`src/rtl/com_pkg.sv`:
```
// Shared constants, state encodings and decode helpers for the Ethernet
// command-packet parser.
package com_pkg;

  localparam logic [15:0] STD_HEAD = 16'h55AA;

  localparam logic [15:0] BAG_CONF = 16'h001E;
  localparam logic [15:0] BAG_READ = 16'h004C;
  localparam logic [15:0] BAG_STOP = 16'h0097;
  localparam logic [15:0] BAG_RXD0 = 16'h002D;
  localparam logic [15:0] BAG_RXD1 = 16'h00D2;

  localparam logic [3:0] BTYPE_NONE = 4'd0;
  localparam logic [3:0] BTYPE_CONF = 4'd1;
  localparam logic [3:0] BTYPE_READ = 4'd2;
  localparam logic [3:0] BTYPE_STOP = 4'd3;
  localparam logic [3:0] BTYPE_RXD0 = 4'd4;
  localparam logic [3:0] BTYPE_RXD1 = 4'd5;

  localparam logic [1:0] ERR_OK    = 2'd0;
  localparam logic [1:0] ERR_HEAD  = 2'd1;
  localparam logic [1:0] ERR_PASS  = 2'd2;
  localparam logic [1:0] ERR_ABORT = 2'd3;

  localparam logic [6:0] ST_IDLE  = 7'b0000001;
  localparam logic [6:0] ST_WAIT  = 7'b0000010;
  localparam logic [6:0] ST_WORK  = 7'b0000100;
  localparam logic [6:0] ST_CHECK = 7'b0001000;
  localparam logic [6:0] ST_TAKE  = 7'b0010000;
  localparam logic [6:0] ST_REST  = 7'b0100000;
  localparam logic [6:0] ST_DONE  = 7'b1000000;

  // Nibble positions used to build com_cmd / trgg_cmd from config words
  localparam int NIB_HI = 8;
  localparam int NIB_LO = 0;

  typedef struct packed {
    logic [3:0]  btype;
    logic [11:0] com_cmd;
    logic [39:0] trgg_cmd;
  } cmd_t;

  function automatic logic [3:0] func_btype(input logic [15:0] f);
    case (f)
      BAG_CONF: return BTYPE_CONF;
      BAG_READ: return BTYPE_READ;
      BAG_STOP: return BTYPE_STOP;
      BAG_RXD0: return BTYPE_RXD0;
      BAG_RXD1: return BTYPE_RXD1;
      default:  return BTYPE_NONE;
    endcase
  endfunction

  function automatic logic [7:0] sat_inc8(input logic [7:0] v);
    return (v == 8'hFF) ? v : v + 8'd1;
  endfunction

endpackage

```
`src/rtl/com_if.sv`:
```
// RX RAM / packet handshake bundle between the Ethernet receiver and the parser.
interface com_if;
  logic       fs_eth;
  logic       fd_eth;
  logic [7:0] rxa;
  logic [7:0] rxd;

  modport master (output fs_eth, output rxd, input fd_eth, input rxa);
  modport slave  (input fs_eth, input rxd, output fd_eth, output rxa);
endinterface

```
`src/rtl/com_word_acc.sv`:
```
// Byte-to-word assembler: big-endian word store plus running checksum of
// words 1..NUM_WORD-2.
module com_word_acc #(
  parameter  int NUM_WORD = 9,
  localparam int IW       = $clog2(2*NUM_WORD)
) (
  input  logic                      clk,
  input  logic                      rst,
  input  logic                      clr,
  input  logic                      byte_vld,
  input  logic [IW-1:0]             byte_idx,
  input  logic [7:0]                rxd,
  output logic [NUM_WORD-1:0][15:0] words,
  output logic [15:0]               sum
);
  localparam logic [IW-2:0] W_LAST = (IW-1)'(NUM_WORD-1);

  logic [NUM_WORD-1:0][15:0] words_q;
  logic [15:0]               sum_q;
  logic [IW-2:0]             w;

  assign w = byte_idx[IW-1:1];

  always_ff @(posedge clk) begin
    if (rst || clr) begin
      words_q <= '0;
      sum_q   <= '0;
    end else if (byte_vld) begin
      if (!byte_idx[0]) begin
        words_q[w][15:8] <= rxd;
      end else begin
        words_q[w][7:0] <= rxd;
        // Word completes on its low byte; head and checksum word stay out of the sum
        if (w != '0 && w < W_LAST)
          sum_q <= sum_q + {words_q[w][15:8], rxd};
      end
    end
  end

  assign words = words_q;
  assign sum   = sum_q;
endmodule

```
`src/rtl/com_parse.sv`:
```
// Command-packet parser: fetches a packet from the RX RAM, validates it and
// publishes the decoded command to the collect control path.
module com_parse #(
  parameter logic [7:0]  RAM_ADDR_INIT = 8'h0A,
  parameter int          NUM_WORD      = 9,
  parameter int          RAM_LATENCY   = 2,
  parameter logic [15:0] STD_HEAD      = com_pkg::STD_HEAD,
  parameter bit          CHECK_EN      = 1'b1
) (
  input  logic        clk,
  input  logic        rst,
  com_if.slave        rx,
  output logic        fs,
  input  logic        fd,
  input  logic [15:0] password,
  output logic [3:0]  btype,
  output logic [11:0] com_cmd,
  output logic [39:0] trgg_cmd,
  output logic [1:0]  err,
  output logic [7:0]  err_cnt
);
  import com_pkg::*;

  localparam int CW = $clog2(2*NUM_WORD+RAM_LATENCY+1);
  localparam int IW = $clog2(2*NUM_WORD);
  localparam logic [CW-1:0] CNT_END = CW'(2*NUM_WORD+RAM_LATENCY);
  localparam logic [CW-1:0] CNT_ADR = CW'(2*NUM_WORD);
  localparam logic [CW-1:0] CNT_CAP = CW'(1+RAM_LATENCY);

  logic [6:0]    state_q, state_d;
  logic [CW-1:0] cnt_q, cnt_d;
  logic [7:0]    rxa_q, rxa_d;
  cmd_t          cmd_q, cmd_d;
  logic [1:0]    err_q, err_d;
  logic [7:0]    err_cnt_q, err_cnt_d;
  logic          hp_q, hp_d, pp_q, pp_d, ok_q, ok_d;

  logic                      byte_vld;
  logic [IW-1:0]             byte_idx;
  logic [NUM_WORD-1:0][15:0] words;
  logic [15:0]               sum;
  logic [3:0]                bt;
  logic                      unused_words;

  // Byte k lands RAM_LATENCY+1 cycles after its address was issued
  assign byte_vld = (state_q == ST_WORK) && (cnt_q >= CNT_CAP);
  assign byte_idx = IW'(cnt_q - CNT_CAP);
  assign bt       = func_btype(words[2]);
  assign unused_words = ^words;

  com_word_acc #(.NUM_WORD(NUM_WORD)) u_acc (
    .clk      (clk),
    .rst      (rst),
    .clr      (state_q == ST_WAIT),
    .byte_vld (byte_vld),
    .byte_idx (byte_idx),
    .rxd      (rx.rxd),
    .words    (words),
    .sum      (sum)
  );

  always_comb begin
    state_d   = state_q;
    cnt_d     = '0;
    rxa_d     = RAM_ADDR_INIT;
    cmd_d     = cmd_q;
    err_d     = err_q;
    err_cnt_d = err_cnt_q;
    hp_d      = hp_q;
    pp_d      = pp_q;
    ok_d      = ok_q;
    case (state_q)
      ST_IDLE: state_d = ST_WAIT;
      ST_WAIT: if (rx.fs_eth) state_d = ST_WORK;
      ST_WORK: begin
        if (!rx.fs_eth) begin
          state_d   = ST_WAIT;
          err_d     = ERR_ABORT;
          err_cnt_d = sat_inc8(err_cnt_q);
        end else if (cnt_q == CNT_END) begin
          state_d = ST_CHECK;
        end else begin
          cnt_d = cnt_q + 1'b1;
          rxa_d = (cnt_q < CNT_ADR) ? RAM_ADDR_INIT + 8'(cnt_q) : rxa_q;
        end
      end
      ST_CHECK: begin
        hp_d    = !CHECK_EN || (words[0] == STD_HEAD && sum == words[NUM_WORD-1]);
        pp_d    = (bt != BTYPE_NONE) && (!CHECK_EN || words[1] == password);
        state_d = ST_TAKE;
      end
      ST_TAKE: begin
        ok_d = hp_q && pp_q;
        if (hp_q && pp_q) begin
          cmd_d.btype = bt;
          err_d       = ERR_OK;
          if (bt == BTYPE_CONF) begin
            cmd_d.com_cmd  = {words[3][NIB_LO+:4], words[4][NIB_HI+:4], words[4][NIB_LO+:4]};
            cmd_d.trgg_cmd = {words[5][NIB_HI+:4], words[5][NIB_LO+:4], words[6], words[7]};
          end
        end else begin
          err_d     = hp_q ? ERR_PASS : ERR_HEAD;
          err_cnt_d = sat_inc8(err_cnt_q);
        end
        state_d = ST_REST;
      end
      ST_REST: if (!rx.fs_eth) state_d = ok_q ? ST_DONE : ST_WAIT;
      ST_DONE: if (fd) state_d = ST_IDLE;
      default: state_d = ST_IDLE;
    endcase
  end

  always_ff @(posedge clk) begin
    if (rst) begin
      state_q   <= ST_IDLE;
      cnt_q     <= '0;
      rxa_q     <= RAM_ADDR_INIT;
      cmd_q     <= '0;
      err_q     <= ERR_OK;
      err_cnt_q <= '0;
      hp_q      <= 1'b0;
      pp_q      <= 1'b0;
      ok_q      <= 1'b0;
    end else begin
      state_q   <= state_d;
      cnt_q     <= cnt_d;
      rxa_q     <= rxa_d;
      cmd_q     <= cmd_d;
      err_q     <= err_d;
      err_cnt_q <= err_cnt_d;
      hp_q      <= hp_d;
      pp_q      <= pp_d;
      ok_q      <= ok_d;
    end
  end

  assign rx.rxa    = rxa_q;
  assign rx.fd_eth = (state_q == ST_REST);
  assign fs        = (state_q == ST_DONE);
  assign btype     = cmd_q.btype;
  assign com_cmd   = cmd_q.com_cmd;
  assign trgg_cmd  = cmd_q.trgg_cmd;
  assign err       = err_q;
  assign err_cnt   = err_cnt_q;
endmodule

```
`src/flat_wrapper.sv`:
```
// flat-port wrapper written by rule: the top's interface ports become plain ports
module com_parse_flat import com_pkg::*;
#(
  parameter logic [7:0]  RAM_ADDR_INIT = 8'h0A,
  parameter int          NUM_WORD      = 9,
  parameter int          RAM_LATENCY   = 2,
  parameter logic [15:0] STD_HEAD      = com_pkg::STD_HEAD,
  parameter bit          CHECK_EN      = 1'b1
)
  (clk, rst, fs, fd, password, btype, com_cmd, trgg_cmd, err, err_cnt, rx_fs_eth, rx_rxd, rx_fd_eth, rx_rxa);
  com_if rx_i ();
  input  logic clk;
  input  logic rst;
  output logic fs;
  input  logic fd;
  input  logic [15:0] password;
  output logic [3:0] btype;
  output logic [11:0] com_cmd;
  output logic [39:0] trgg_cmd;
  output logic [1:0] err;
  output logic [7:0] err_cnt;
  input wire logic [$bits(rx_i.fs_eth)-1:0] rx_fs_eth;
  input wire logic [$bits(rx_i.rxd)-1:0] rx_rxd;
  output wire logic [$bits(rx_i.fd_eth)-1:0] rx_fd_eth;
  output wire logic [$bits(rx_i.rxa)-1:0] rx_rxa;
  assign rx_i.fs_eth = rx_fs_eth;
  assign rx_i.rxd = rx_rxd;
  assign rx_fd_eth = rx_i.fd_eth;
  assign rx_rxa = rx_i.rxa;
  com_parse #(.RAM_ADDR_INIT(RAM_ADDR_INIT), .NUM_WORD(NUM_WORD), .RAM_LATENCY(RAM_LATENCY), .STD_HEAD(STD_HEAD), .CHECK_EN(CHECK_EN)) u_core (.clk(clk), .rst(rst), .rx(rx_i), .fs(fs), .fd(fd), .password(password), .btype(btype), .com_cmd(com_cmd), .trgg_cmd(trgg_cmd), .err(err), .err_cnt(err_cnt));
endmodule
```
`config.mk`:
```
export PLATFORM = sky130hd
export DESIGN_NAME = com_parse_flat
export DESIGN_NICKNAME = d
export VERILOG_FILES = /design/src/rtl/com_pkg.sv /design/src/rtl/com_if.sv /design/src/rtl/com_word_acc.sv /design/src/rtl/com_parse.sv /design/src/flat_wrapper.sv
export SDC_FILE = /design/constraint.sdc
export NUM_CORES = 1
export LEC_CHECK = 0
export BUFFER_PORTS_ARGS = -buffer_cell sky130_fd_sc_hd__buf_2
export CAP_MARGIN = 0
export CORE_MARGIN = 10
export CORE_UTILIZATION = 24
export DETAILED_ROUTE_END_ITERATION = 6
export PLACE_DENSITY_LB_ADDON = 0.15
export SLEW_MARGIN = 20
export SYNTH_ARGS = -nofsm -noshare
export SYNTH_HDL_FRONTEND = slang
export SYNTH_SLANG_ARGS = --single-unit
```
`constraint.sdc`:
```
create_clock -name clk -period 12.13 [get_ports clk]
set_input_delay 2.426 -clock clk [delete_from_list [all_inputs] [get_ports clk]]
set_output_delay 2.426 -clock clk [all_outputs]
set_load 0.03 [all_outputs]
```
==> results.md, run 1 <==
* Status: completed
* Share of layout cells above drive strength 1 at ~15%
* Post-synth EDFFs at 0
* Vias at between 8000 and 9000
* Placed Cells at roughly 1800
* Post-route antenna net violation count at 0
* Multi-input logic area at between 5000 and 6000 µm²
* Max stage delay on crit path at 0.59 ns
* CTS buffer count at 29
* CORE AREA at ~44000 µm²
* Worst EP required at between 9 and 10 ns
* Final Hold Vio Count at 0
* Total global routing overflow at 0
* Async set-reset flop share out of synthesis at 0%
* Vias/cell at between 4 and 5
* DP Wirelength at about 23000 µm
* Sum Neg Setup Slack at 0 ns
* Area grow syn2layout at 18.1%
* Synth cell types at slightly below 70
* Final Critical Period at 4.72 ns
* Mapped Cells at 1203
* Syn avg cell area at about 9 µm²
* Tightest Hold Check Type: flip-flop to flip-flop
* Part of the power in the clock network at 49.6%
* Initial DRC count at between 400 and 500
* Worst path arrival time at 2.30 ns
* # diodes at 0
* GRT Total Usage at roughly an eighth
* Sink Count at about 230
* Startpoint Class: flip-flop
* Post-synthesis register bit count at 234
* CTS root buf: clkbuf_16
* Hold_buf cts at 0
* Worst-path fanout max at 5
* Post_cts resized at 0
* Final WL at approximately 33000 µm
* RSZ-0062 raised after global routing: no
* Power per cell area at 135 nW/µm²
* FF-to-FF Start: u_core.cnt_q[0]
* Post-synth top flop: dfxtp_1
* Global-route wire length before repair at between 50000 and 60000 µm
* Synth Warn # at 0
* CP delay by family, top: simple AND/OR/NAND/NOR gates
* Setup crit end kind: output pin
* Number of global-route vias before repair at 8465
* Clk_skew at about 0.013 ns
* Total die area at about 53000 µm²
* Gpl congestion at 0.786
* Die width at 230 µm
* MaxCap Viol Count at 0
* Cell area after synthesis at between 10000 and 15000 µm²
* Layout Utilization at about 29%
* Fmax at 212 MHz
* Peak supply drop at 0.0929 mV
* Logic pwr share at 4.6%
* Post-synthesis sequential area ratio at between 40% and 50%
* Startpoint of the worst hold path: u_core.trgg_cmd[26]
* Drt pass-1 iters at 7
* Initial antenna violation count at 1
* Cell internal pwr at approximately 0.0013 W
* Sequential Power Share at 45.7%
* Fin area at about 13000 µm²
* H-tree levels at 1
* CP bufs+invs at 1
* Critical path type: flip-flop to output pin
* Switching power share of the total at 24.3%
* Switching power at 0.000412 W
* Fillers at 4832
* Leakage power at around 5.2 nW
* Initial Utilization at roughly a quarter
* Hold_ws at approximately 0.45 ns
* DRC at 0
* Placement Cell Area at ~12000 µm²
* Final Max Slew Viols at 0
* Chip Height at roughly 230 µm
* I/O Buffers at 100
* Final period utilization at about two fifths
* Rows at 77
* Largest net degree at the start of global routing at just under 80
* Register Area at approximately 4700 µm²
* Worst slew margin at 31.3%
* CP cell instances: or4_1, nor2_1, and2_1, buf_2
* Final setup violation count at 0
* Maximum clock path buffer count at 3
* Ports at around 100
* CP startpoint: u_core.state_q[0]
* Post-CTS setup repair buffer count at 0
* Tightest Pin Transition at ~1.0 ns
* Final nets at 1321
* Slowest CP cell: or4_1
* WL/cell at 17.4 µm
* Reg clk slew, reported paths at around 0.060 ns
* CTS tree: built
* Worst-Skew Late Latency at approximately 0.57 ns
* Non-filler cells, final at approximately 1900
metal layers:
layer,track usage [%],routed length [µm],vias up
met3,2.15,1310,41
met1,16.5,15900,4074
met5,0,0,-
met4,3.00,673,0
li1,-,-,4308
met2,19.2,15000,150
worst min-delay path, stage by stage, from the launching register on:
cell and delay, ns:
dfxtp_1 0.30, nand2_1 0.05, a21oi_1 0.05
cell usage after synthesis (8+ instances only):
library cell  instances  area share [%]
xor2_1               27             2.2
nor2_1              164             5.8
ha_1                 21             2.5
nand3_1              43             2.0
dfxtp_1             234              44
inv_1                11            0.39
xnor2_1              22             1.8
nand2b_1              9            0.53
nor3_1               15            0.71
or3_1                 8            0.47
nor2b_1              11            0.65
nand4_1               9            0.53
clkbuf_1             49             1.7
mux2i_1             116              11
o21ai_0              16            0.75
nor4_1               10            0.59
buf_2                16            0.75
mux4_2               16             3.4
a21oi_1             118             5.6
nand2_1             175             6.2
flip-flops by register name, summed over array words and instances, names as in the netlist:
signal / cells
u_core.u_acc.words: 132
u_core.trgg_cmd: 40
u_core.u_acc.sum: 16
u_core.com_cmd: 12
u_core.err_cnt: 8
u_core.state_q: 7
u_core.rx.rxa: 6
u_core.cnt_q: 5
u_core.btype: 3
u_core.err: 2
u_core.hp_q: 1
u_core.ok_q: 1
u_core.pp_q: 1
placed cells by master, fill, tap and decap left out, types with 4 or more instances in the layout:
| master | count |
|---|---|
| and2_1 | 6 |
| clkbuf_16 | 29 |
| and3_1 | 6 |
| dfxtp_1 | 234 |
| or3_1 | 8 |
| a22oi_1 | 7 |
| mux2i_1 | 116 |
| nor2_2 | 4 |
| xnor2_1 | 22 |
| buf_2 | 100 |
| nand2b_1 | 8 |
| nor4_1 | 10 |
| a21o_1 | 7 |
| nand2_1 | 174 |
| clkbuf_1 | 8 |
| nor2_1 | 164 |
| nand4_1 | 9 |
| a21oi_1 | 118 |
| clkbuf_8 | 5 |
| mux4_2 | 16 |
| inv_1 | 11 |
| buf_4 | 8 |
| a211oi_1 | 6 |
| o21ai_0 | 16 |
| ha_1 | 21 |
| nor2b_1 | 11 |
| and4b_1 | 4 |
| clkinv_2 | 4 |
| nand3_1 | 43 |
| o21ai_1 | 5 |
| xor2_1 | 27 |
| nor3_1 | 15 |
final timing paths:
kind | to | slack (ns) | cells after the start
setup reg to reg | u_core.u_acc.sum[15] | 7.70 | 14
setup / recovery | rx_fd_eth | 7.41 | 4
hold reg to reg | u_core.trgg_cmd[26] | 0.45 | 2
hold / removal | u_core.trgg_cmd[26] | 0.45 | 2
cells by family (layout without fill, tap and decap cells):
kind of cell               after synthesis  count (layout)  synth area share [%]
xor gates and xnor gates                50              50                  4.19
other                                    1               3                0.0353
buffers and inverters                   86             172                  3.43
muxes                                  132             132                  14.3
DFF                                    234             234                  44.1
and+or+nand+nor                        490             490                  21.0
AOI/OAI and AO/OA                      188             188                  10.2
adders and majority gates               22              22                  2.66
cell type report:
cell class              count  share of cell area, %
well taps                 592                   5.90
flip-flops and latches    234                   37.3
inverters                  13                  0.389
repair buffers            108                   4.47
clock buffers              42                   6.57
multi-input cells         885                   44.6
clock inverters             9                  0.748
metrics by stage:
stage / total power, W / worst slack, ns
final: 0.00169 / 7.41
after global routing: 0.00177 / 7.32
after CTS: 0.00173 / 7.40
after detailed placement: 0.000871 / 7.11
after global placement: 0.000871 / 7.14
after floorplan: 0.000844 / 7.41
power groups by stage:
stage,combinational [W],clock [W],sequential (W)
3_3_place_gp,0.0000796,0,0.000792
5_1_grt,0.0000861,0.000908,0.000775
2_1_floorplan,0.0000531,0,0.000791
6_report,0.0000785,0.000841,0.000775
3_5_place_dp,0.0000800,0,0.000792
4_1_cts,0.0000800,0.000877,0.000774
No activity file was read; power rests on OpenSTA's default activity.
==> run 2, diff against run 1 <==
==> constraint.sdc (replaced) <==
create_clock -name clk -period 4.04 [get_ports clk]
set_input_delay 0.808 -clock clk [delete_from_list [all_inputs] [get_ports clk]]
set_output_delay 0.808 -clock clk [all_outputs]
set_load 0.03 [all_outputs]
==> run 2 against run 1 <==
  * Register-to-register slack worse by 7.5 ns
  * Sequential power rose to 3.0 times the previous value
  * Combinational power rose to 3.2 times the previous value
  * Count of clock-buffer cells in the layout down 3
  * Clock power rose to 3.1 times the previous value
==> results.md, run 2 (synthesis gave the netlist of run 1 again) <==
* Sequential Power Share at 44.8% (-0.9 points)
* Tightest Pin Transition at 0.872 ns (-0.158 ns)
* Sum Neg Setup Slack at 0 ns (unchanged)
* Initial DRC count at 416 (-10%)
* Initial Utilization at 24.1% (unchanged)
* Final Max Slew Viols at 0 (unchanged)
* Final WL at 33900 µm (+3.3%)
* Area grow syn2layout at 20.4%
* Gpl congestion at 0.866 (+10%)
* Ports at 104 (unchanged)
* Initial antenna violation count at 1 (unchanged)
* Final nets at 1342 (+1.6%)
* Clk_skew at 0.0207 ns (+0.00759 ns)
* Switching power at 0.00126 W (+210%)
* Slowest CP cell: dfxtp_1
* Total global routing overflow at 0 (unchanged)
* MaxCap Viol Count at 0 (unchanged)
* Sink Count at 234 (unchanged)
* Hold_buf cts at 0 (unchanged)
* Largest net degree at the start of global routing at 97 (+24%)
* Startpoint Class: flip-flop
* CTS buffer count at 29 (unchanged)
* DP Wirelength at 23600 µm (+4.7%)
* CTS root buf: clkbuf_16
* Leakage power at 5.40 nW (+3.0%)
* Worst EP required at 4.53 ns (-5.17 ns)
* Logic pwr share at 4.9% (+0.3 points)
* H-tree levels at 1 (unchanged)
* Peak supply drop at 0.310 mV (+230%)
* Final setup violation count at 0 (unchanged)
* Share of layout cells above drive strength 1 at 16.7% (+1.9 points)
* FF-to-FF Start: u_core.cnt_q[2]
* CORE AREA at 44000 µm² (unchanged)
* Worst-Skew Late Latency at 0.57 ns (about the same)
* Commonest non-fill, non-tap cell in the layout: dfxtp_1
* # diodes at 0 (unchanged)
* Maximum clock path buffer count at 3 (unchanged)
* Die width at 230 µm (unchanged)
* Top Layer Used: met4
* GRT Total Usage at 12.3% (+0.25 points)
* Startpoint of the worst hold path: u_core.trgg_cmd[0]
* Post-route antenna net violation count at 0 (unchanged)
* Power per cell area at 406 nW/µm² (+200%)
* RSZ-0062 raised after global routing: no
* Worst path arrival time at 4.28 ns (+1.98 ns)
* Max stage delay on crit path at 0.48 ns (-0.11 ns)
* Drt pass-1 iters at 5 (-2)
* CP cell instances: inv_1, ha_1, a21o_1, nor4_1, or2_1, a22oi_1, a21oi_1, ha_1, a21o_1, a21o_1, a211oi_1, a21oi_1, xnor2_1, or3_1, a21oi_1
* Status: completed
* DRC at 0 (unchanged)
* Layout Utilization at 29.0% (+0.54 points)
* Placed Cells at 1853 (+1.1%)
* Global-route wire length before repair at 52300 µm (+2.0%)
* Total power at 0.00520 W (+210%)
* CP bufs+invs at 1 (unchanged)
* Total die area at 53100 µm² (unchanged)
* Worst-path fanout max at 9 (+4)
* M1 WL at 16400 µm (+3.1%)
* RR Endpoint: u_core.u_acc.sum[15]
* Non-filler cells, final at 1905 (+1.2%)
* Part of the power in the clock network at 50.3% (+0.7 points)
* Worst slew margin at 41.8% (+11 points)
* Tightest Hold Check Type: flip-flop to flip-flop
* CP delay by family, top: compound AO/OA/AOI/OAI gates
* Number of global-route vias before repair at 8683 (+2.6%)
* Critical path type: flip-flop to flip-flop
* Fmax at 264 MHz
* WL met3 at 1120 µm (-14%)
* Fillers at 4769 (-1.3%)
* Commonest non-fill, non-tap cells in the layout: 234 x dfxtp_1, 174 x nand2_1, 164 x nor2_1, 118 x a21oi_1, 116 x mux2i_1
* Vias/cell at 4.59 (+0.71%)
* Vias at 8735 (+1.9%)
* Register Area at 4680 µm² (unchanged)
* Reg clk slew, reported paths at 0.06 ns (about the same)
* WL/cell at 17.8 µm (+2.1%)
* Cell internal pwr at 0.00394 W (+210%)
* Final Critical Period at about 3.8 ns
* Rows at 77 (unchanged)
* Hold EP: u_core.trgg_cmd[0]
* Max reg flops at 132 (unchanged)
* Hold Path Stages at 2 (unchanged)
* Multi-input logic area at 5610 µm² (+0.29%)
* Final period utilization at a little over nine tenths
* CTS tree: built
* Worst Reg-to-Reg Cells at 15 (+1)
* R2R setup slack at 0.25 ns (-7.45 ns)
* Final Hold Vio Count at 0 (unchanged)
* I/O Buffers at 100 (unchanged)
* Switching power share of the total at 24.2% (-0.058 points)
* Chip Height at 230 µm (unchanged)
* Setup crit end kind: flip-flop
* Detail Route met2 WL at 15600 µm (+4.3%)
## run 2: power by group through the flow
stage / sequential (W) / clock (W) / combinational (W)
floorplan: 0.00237 / 0 / 0.000159
global placement: 0.00238 / 0 / 0.000259
detailed placement: 0.00238 / 0 / 0.000256
CTS: 0.00233 / 0.00270 / 0.000256
global route: 0.00233 / 0.00278 / 0.000279
finish: 0.00233 / 0.00262 / 0.000253
## run 2: per-layer routing
metal  global-route usage (%)  vias up
li1                         -     4346
met1                     16.4     4188
met2                     20.3      153
met3                     1.80       48
met4                     3.27        0
met5                        0        -
## run 2: how the worst max path moves through the flow
stage | from | end | cells after the start
global route | u_core.cnt_q[2] | u_core.u_acc.sum[15] | 15
global placement | u_core.cnt_q[0] | u_core.u_acc.sum[15] | 14
floorplan | u_core.cnt_q[1] | u_core.u_acc.sum[15] | 15
finish | u_core.cnt_q[2] | u_core.u_acc.sum[15] | 15
detailed placement | u_core.cnt_q[0] | u_core.u_acc.sum[15] | 14
CTS | u_core.cnt_q[0] | u_core.u_acc.sum[15] | 14
## run 2: worst reg2reg max path: stages, from the launching register on
cell and delay [ns]:
dfxtp_1 0.48, inv_1 0.15, ha_1 0.24, a21o_1 0.24, nor4_1 0.29, or2_1 0.34, a22oi_1 0.15, a21oi_1 0.18
ha_1 0.31, a21o_1 0.23, a21o_1 0.18, a211oi_1 0.23, a21oi_1 0.13, xnor2_1 0.15, or3_1 0.30, a21oi_1 0.14
## run 2: through the flow
step                instance area (µm²)  setup WS, ns  hold slack, ns
detailed placement                11800         0.153           0.445
CTS                               12800        0.0908           0.453
floorplan                         10600         0.219           0.436
global route                      12800        0.0136           0.469
finish                            12800         0.250           0.450
global placement                  11800         0.170           0.438
## run 2: timing repair
item                       in CTS  in global routing
setup endpoints to repair       0                  2
buffers inserted                0                  0
gates resized for setup         0                  3
## run 2: area by class of cell
cell class                      count  area share, %
Inverter                           13          0.382
Clock buffer                       39           6.44
Timing Repair Buffer              129           5.81
Multi-Input combinational cell    885           43.9
Tap cell                          592           5.79
Clock inverter                     13           1.04
Sequential cell                   234           36.6
